### config.mk
export PLATFORM = sky130hd
export DESIGN_NAME = fp_mul_pipe
export DESIGN_NICKNAME = d
export VERILOG_FILES = /design/src/rtl/fp_pkg.sv /design/src/rtl/fp_mul_round.sv /design/src/rtl/fp_mul_pipe.sv
export SDC_FILE = /design/constraint.sdc
export NUM_CORES = 1
export LEC_CHECK = 0
export BUFFER_PORTS_ARGS = -buffer_cell sky130_fd_sc_hd__buf_2
export CORE_ASPECT_RATIO = 0.8
export CORE_MARGIN = 2
export CORE_UTILIZATION = 45
export CTS_BUF_LIST = sky130_fd_sc_hd__clkbuf_8
export DETAILED_ROUTE_END_ITERATION = 10
export GPL_ROUTABILITY_DRIVEN = 0
export PLACE_DENSITY = 0.62
export SYNTH_ARGS = -nofsm -noshare
export SYNTH_HDL_FRONTEND = slang
export SYNTH_SLANG_ARGS = --single-unit
### constraint.sdc
create_clock -name clk -period 5 [get_ports clk]
set_clock_uncertainty 0.1 [all_clocks]
set_input_delay 0.75 -clock clk [delete_from_list [all_inputs] [get_ports clk]]
set_output_delay 0.75 -clock clk [all_outputs]
set_load 0.02 [all_outputs]
### src/rtl/fp_pkg.sv
// Shared constants and bit-pattern builders for the pipelined FP multiplier.
// Builders return 64-bit patterns; callers cast down to their word width.
package fp_pkg;

  localparam logic [1:0] ERR_NONE = 2'b00;
  localparam logic [1:0] ERR_OVF  = 2'b01;
  localparam logic [1:0] ERR_UNF  = 2'b10;
  localparam logic [1:0] ERR_INV  = 2'b11;

  function automatic int bias(input int ew);
    return (1 << (ew - 1)) - 1;
  endfunction

  function automatic logic [63:0] zero_bits(
    input logic s,
    input int   ew,
    input int   fw
  );
    return 64'(s) << (ew + fw);
  endfunction

  function automatic logic [63:0] inf_bits(
    input logic s,
    input int   ew,
    input int   fw
  );
    logic [63:0] r;
    r = (64'(s) << (ew + fw)) | (((64'd1 << ew) - 64'd1) << fw);
    return r;
  endfunction

  function automatic logic [63:0] qnan_bits(
    input int ew,
    input int fw
  );
    logic [63:0] r;
    r = (((64'd1 << ew) - 64'd1) << fw) | (64'd1 << (fw - 1));
    return r;
  endfunction

endpackage

### src/rtl/fp_mul_round.sv
// Normalise a raw mantissa product, round it, and flag over/underflow.
// Purely combinational; the caller owns special-value handling.
module fp_mul_round
  import fp_pkg::*;
#(
  parameter int EW = 8,
  parameter int FW = 7
) (
  input  logic                sign_i,
  input  logic signed [EW+1:0] exp_i,
  input  logic [2*FW+1:0]     prod_i,
  input  logic                trunc_i,
  output logic [EW+FW:0]      res_o,
  output logic                ovf_o,
  output logic                unf_o
);

  localparam logic signed [EW+1:0] EMAX = (EW + 2)'((1 << EW) - 1);

  logic                msb;
  logic [2*FW+1:0]     norm;
  logic [FW-1:0]       frac;
  logic                guard;
  logic                sticky;
  logic                up;
  logic [FW:0]         fsum;
  logic signed [EW+1:0] e_n;
  logic                unused_bits;

  assign msb    = prod_i[2*FW+1];
  assign norm   = msb ? prod_i : {prod_i[2*FW:0], 1'b0};
  assign frac   = norm[2*FW:FW+1];
  assign guard  = norm[FW];
  assign sticky = |norm[FW-1:0];
  assign up     = !trunc_i && guard && (sticky || frac[0]);
  assign fsum   = {1'b0, frac} + (FW + 1)'(up);

  // a rounding carry leaves fsum[FW-1:0] at zero, so only the exponent moves
  assign e_n = exp_i
             + $signed({{(EW+1){1'b0}}, msb})
             + $signed({{(EW+1){1'b0}}, fsum[FW]});

  assign ovf_o = (e_n >= EMAX);
  assign unf_o = !ovf_o && (e_n[EW+1] || (e_n == '0));

  always_comb begin
    res_o = {sign_i, e_n[EW-1:0], fsum[FW-1:0]};
    if (ovf_o) begin
      res_o = {sign_i, {EW{1'b1}}, {FW{1'b0}}};
    end else if (unf_o) begin
      res_o = {sign_i, {(EW+FW){1'b0}}};
    end
  end

  assign unused_bits = norm[2*FW+1];

endmodule

### src/rtl/fp_mul_pipe.sv
// Pipelined floating-point multiplier with valid/ready handshake.
// Classification before stage 1; product and rounding in later stages.
module fp_mul_pipe
  import fp_pkg::*;
#(
  parameter int DATA_WIDTH  = 16,
  parameter int EXP_WIDTH   = 8,
  parameter int FRAC_WIDTH  = 7,
  parameter int ERROR_WIDTH = 2,
  parameter int STAGES      = 3
) (
  input  logic                   clk,
  input  logic                   rst,
  input  logic                   in_valid,
  output logic                   in_ready,
  input  logic [DATA_WIDTH-1:0]  in1,
  input  logic [DATA_WIDTH-1:0]  in2,
  input  logic                   rnd_mode,
  output logic                   out_valid,
  input  logic                   out_ready,
  output logic [DATA_WIDTH-1:0]  out,
  output logic [ERROR_WIDTH-1:0] error
);

  localparam int DW = DATA_WIDTH;
  localparam int EW = EXP_WIDTH;
  localparam int FW = FRAC_WIDTH;
  localparam int PW = 2 * FW + 2;
  localparam int XW = EW + 2;
  localparam int PROD_IDX = (STAGES > 1) ? 1 : 0;
  localparam int RND_IDX  = (STAGES > 2) ? 2 : PROD_IDX;
  localparam logic [XW-1:0] BIAS = XW'(bias(EW));

  typedef struct packed {
    logic                   v;
    logic                   sgn;
    logic                   trunc;
    logic                   spec;
    logic [DW-1:0]          spec_out;
    logic [ERROR_WIDTH-1:0] spec_err;
    logic [XW-1:0]          exp;
    logic [FW:0]            m1;
    logic [FW:0]            m2;
    logic [PW-1:0]          prod;
    logic [DW-1:0]          res;
    logic [ERROR_WIDTH-1:0] err;
  } stage_t;

  logic          s1, s2, sgn;
  logic [EW-1:0] e1, e2;
  logic [FW-1:0] f1, f2;
  logic          z1, z2, inf1, inf2, nan1, nan2;
  logic [DW-1:0] b_inf, b_zero, b_nan;
  logic          adv;
  stage_t        cls;
  stage_t [STAGES-1:0] q_all;
  logic          unused_tail;

  assign {s1, e1, f1} = in1;
  assign {s2, e2, f2} = in2;
  assign sgn  = s1 ^ s2;
  assign z1   = (e1 == '0);
  assign z2   = (e2 == '0);
  assign inf1 = (&e1) && (f1 == '0);
  assign inf2 = (&e2) && (f2 == '0);
  assign nan1 = (&e1) && (|f1);
  assign nan2 = (&e2) && (|f2);

  assign b_inf  = DW'(inf_bits(sgn, EW, FW));
  assign b_zero = DW'(zero_bits(sgn, EW, FW));
  assign b_nan  = DW'(qnan_bits(EW, FW));

  // subnormal inputs count as zero; first matching class wins
  always_comb begin
    cls       = '0;
    cls.v     = in_valid;
    cls.sgn   = sgn;
    cls.trunc = rnd_mode;
    cls.exp   = {2'b00, e1} + {2'b00, e2} - BIAS;
    cls.m1    = {1'b1, f1};
    cls.m2    = {1'b1, f2};
    if (nan1 || nan2 || (inf1 && z2) || (inf2 && z1)) begin
      cls.spec     = 1'b1;
      cls.spec_out = b_nan;
      cls.spec_err = ERROR_WIDTH'(ERR_INV);
    end else if (inf1 || inf2) begin
      cls.spec     = 1'b1;
      cls.spec_out = b_inf;
      cls.spec_err = ERROR_WIDTH'(ERR_NONE);
    end else if (z1 || z2) begin
      cls.spec     = 1'b1;
      cls.spec_out = b_zero;
      cls.spec_err = ERROR_WIDTH'(ERR_NONE);
    end
  end

  assign in_ready = !out_valid || out_ready;
  assign adv      = in_ready;

  for (genvar i = 0; i < STAGES; i++) begin : g_st
    stage_t        src, d, q;
    logic [PW-1:0] mul;
    logic [PW-1:0] rp;
    logic [DW-1:0] rres;
    logic          rovf, runf;

    if (i == 0) begin : g_first
      assign src = cls;
    end else begin : g_next
      assign src = q_all[i-1];
    end

    assign mul = PW'(src.m1) * PW'(src.m2);
    assign rp  = (i == PROD_IDX) ? mul : src.prod;

    if (i == RND_IDX) begin : g_rnd
      fp_mul_round #(
        .EW(EW),
        .FW(FW)
      ) u_round (
        .sign_i (src.sgn),
        .exp_i  ($signed(src.exp)),
        .prod_i (rp),
        .trunc_i(src.trunc),
        .res_o  (rres),
        .ovf_o  (rovf),
        .unf_o  (runf)
      );
    end else begin : g_norm
      assign rres = '0;
      assign rovf = 1'b0;
      assign runf = 1'b0;
    end

    always_comb begin
      d = src;
      if (i == PROD_IDX) d.prod = mul;
      if (i == RND_IDX) begin
        if (src.spec) begin
          d.res = src.spec_out;
          d.err = src.spec_err;
        end else begin
          d.res = rres;
          if (rovf)      d.err = ERROR_WIDTH'(ERR_OVF);
          else if (runf) d.err = ERROR_WIDTH'(ERR_UNF);
          else           d.err = ERROR_WIDTH'(ERR_NONE);
        end
      end
    end

    always_ff @(posedge clk or posedge rst) begin
      if (rst)      q <= '0;
      else if (adv) q <= d;
    end

    assign q_all[i] = q;
  end

  assign out_valid = q_all[STAGES-1].v;
  assign out       = q_all[STAGES-1].res;
  assign error     = q_all[STAGES-1].err;

  assign unused_tail = ^q_all[STAGES-1];

endmodule

==> out/results.txt <==
# rows -> 38
Synth area leaders -> dfrtp_1 33%, fa_1 12%, ha_1 11%, nand2_1 9.1%, and2_1 4.5%
die area -> 15110 sq um
Routed WL per cell -> 14.29 um
Area Growth Syn to Fin -> 9.817%
fraction of registers with async set/reset -> 1.000
Final Max Slew Viols -> 0
drt initial violations -> 251
Pwr Density -> 750.7 nW/um^2
endpoint class of the critical path -> register
warnings from Yosys -> 0
Detail Placement HPWL -> 10490 um
area leader, netlist -> dfrtp_1
Avg Cell Area, Syn -> 8.945 sq um
Slew @ Worst Pin -> 786.1 ps
Hold Slack -> 374.4 ps
fin crit period -> 4670 ps
Yosys top cell area share -> 0.3305
CP Data Arrival Time -> 4830 ps
Clk Latency, worst-skew pair -> 360 ps
initial antenna violation count -> 0
post-synthesis sequential area ratio -> 0.3305
crit path launch -> g_st[0].q[38]
die width -> 136.9 um
Final Util -> 0.5101
Final Hold Viols -> 0
Top delay family on crit path -> adder cells
Slew headroom -> 0.4760
GRT Total Usage -> 0.1996
library cells used by synthesis -> 55
DP Area -> 6795 sq um
# nets final -> 886
CTS Root Cell -> clkbuf_8
number of remaining DRC errors -> 0
Routed Antenna Nets -> 0
CTS tree -> done
First-pass DRT Iterations -> 6
Max Cap Violations -> 0
WP buf/inv -> 2
reg2reg start -> g_st[0].q[38]
number of H-tree levels -> 3
CTS Sinks -> 84
cell mode on critical path -> fa_1
crit share post-route -> 0.9339
total core area -> 13690 sq um
mapped cell area -> 6360 sq um
Ant. Diodes -> 0
# hold bufs at CTS -> 0
Mapped Nets -> 840
CP required -> 5160 ps
Post-CTS Setup Bufs -> 0
Leak Pwr -> 3.543 nW
CP Max Fanout -> 9
Die Ht -> 110.3 um
crit path cell chain -> and2_1 -> fa_1 -> inv_1 -> fa_1 -> fa_1 -> fa_1 -> inv_1 -> ha_1 -> or2_2 -> a21oi_1 -> a211oi_1 -> o31ai_2 -> mux2i_1 -> a311oi_1
CP max stage cell -> fa_1
final setup TNS -> 0 ps
total grt overflow -> 0
setup violators final -> 0
global-route wire length before repair -> 23670 um
total number of vias -> 4900
I/O Buffers -> 56
unrepaired setup endpoints after global routing -> false
Post-synth EDFFs -> 0
# IOs -> 57
hold crit path type -> reg -> reg
Startpoint Class -> register
vias in the first global route -> 4890
Peak VDD IR -> 397.5 uV
CTS max path bufs -> 2
TritonCTS buffer count -> 9
outcome -> completed
largest net degree at the start of global routing -> 54
clock transition at the registers of the reported paths -> 80 ps
Critical Path Max Stage Delay -> 560 ps
Design Area, Final -> 6984 sq um
vias per cell -> 5.207
Hold Path Origin -> g_st[1].q[81]
Routed WL -> 13450 um
Fmax achieved -> 214.2 MHz
layout cell share with drive strength beyond 1 -> 0.1091
Syn Inst Count -> 711
Post-synth top flop -> dfrtp_1
FF+latch count, synth -> 84
Initial Util -> 0.4645
critical path type -> reg -> reg
-- report_power, final --
part           switching [mW]  internal [mW]  total [mW]
clock network           0.228          0.236       0.464
registers               0.282          0.960        1.24
logic                    2.00           1.53        3.54
-- per-layer routing --
metal | vias up | wire length (um) | GRT usage | share of wire
met5 | - | 0 | 0 | 0
met1 | 2318 | 7183 | 0.3009 | 0.53
met3 | 14 | 620 | 0.04344 | 0.046
li1 | 2456 | - | - | -
met4 | 0 | 155 | 0.05670 | 0.012
met2 | 112 | 5486 | 0.2882 | 0.41
-- synth_stat cells (3+ instances only) --
cell type	count
and2_1	46
o21ai_0	15
ha_1	54
nand2b_1	6
nor2_1	31
a22o_1	6
a221oi_1	3
or3_1	3
a211oi_1	10
a21o_1	3
dfrtp_1	84
xnor2_1	14
inv_1	74
clkbuf_1	18
nor4_1	7
a311oi_1	3
o31ai_1	5
nor2b_1	8
mux2i_1	5
fa_1	38
a221o_1	8
a21oi_1	33
nor3_1	5
buf_2	3
xor2_1	14
nor3b_1	3
nand4_1	5
nand2_1	155
nand3_1	13
buf_1	3
-- what timing repair did --
action,4_1_cts,5_1_grt
endpoints found under the setup margin,0,1
resized for setup,0,1
endpoints found under the hold margin,0,0
-- cells by family after synthesis --
group / count (synthesis) / synth area share
muxes: 6 / 0.009640
buffers and inverters: 100 / 0.06197
adders and majority gates: 92 / 0.2259
and+or+nand+nor: 294 / 0.2166
AOI/OAI and AO/OA: 107 / 0.1169
xor gates and xnor gates: 28 / 0.03856
DFF: 84 / 0.3305
-- worst paths after layout --
kind	end	slack, ps	cells past startpoint
min reg2reg	g_st[1].q[81]	370	2
max reg2reg	g_st[2].rp[15]	330	14
max in group asynchronous	g_st[0].q[42]	3410	3
min	g_st[1].q[81]	370	2
min in group asynchronous	error[1]	390	2
max	g_st[2].rp[15]	330	14
-- layout by cell type (no fill, tap or decap), types with 3 or more instances in the layout --
master and count:
nor2b_1 7, nand2_1 155, or3_1 3, o31ai_1 4, nor2_1 31, a211oi_1 10, nand2b_1 6, nand3_1 13
and2_1 46, a221oi_1 3, a221o_1 8, dfrtp_1 84, clkbuf_8 10, buf_2 56, nor3b_1 3, a22o_1 6
a311oi_1 3, ha_1 54, fa_1 38, nor3_1 5, nor4_1 7, a21o_1 3, xnor2_1 14, mux2i_1 5
a21oi_1 33, xor2_1 14, nand4_1 5, o21ai_0 15, buf_4 5, inv_1 75
-- worst register-to-register path: cells and delay by family, from the launching register on --
kind | cells | cell delay [ps]
mux | 1 | 110
fa+ha+maj | 5 | 2410
buf+inv | 2 | 100
compound gates | 4 | 850
flops | 1 | 460
simple gates | 2 | 540
-- final cells by class --
| cell class | instances | area [sq um] |
|---|---|---|
| well taps | 180 | 225.2 |
| flip-flops and latches | 84 | 2102 |
| fillers | 1347 | 6709 |
| multi-input cells | 527 | 3876 |
| clock buffers | 10 | 137.6 |
| inverters | 74 | 279.0 |
| repair buffers | 61 | 317.8 |
| clock inverters | 5 | 46.29 |
-- stage by stage --
stage | instances | setup WS [ps] | total power, mW
6_report | 941 | 330.4 | 5.243
4_1_cts | 941 | 289.9 | 5.264
3_3_place_gp | 926 | 427.0 | 4.684
5_1_grt | 941 | 43.96 | 5.904
2_1_floorplan | 711 | 451.9 | 3.975
3_5_place_dp | 926 | 313.5 | 4.770
-- flip-flops by register name (all words and copies together), names as in the netlist --
register   cells
error          2
g_st.q        49
g_st.rp       16
out           16
out_valid      1
No activity file was read; power rests on OpenSTA's default activity.
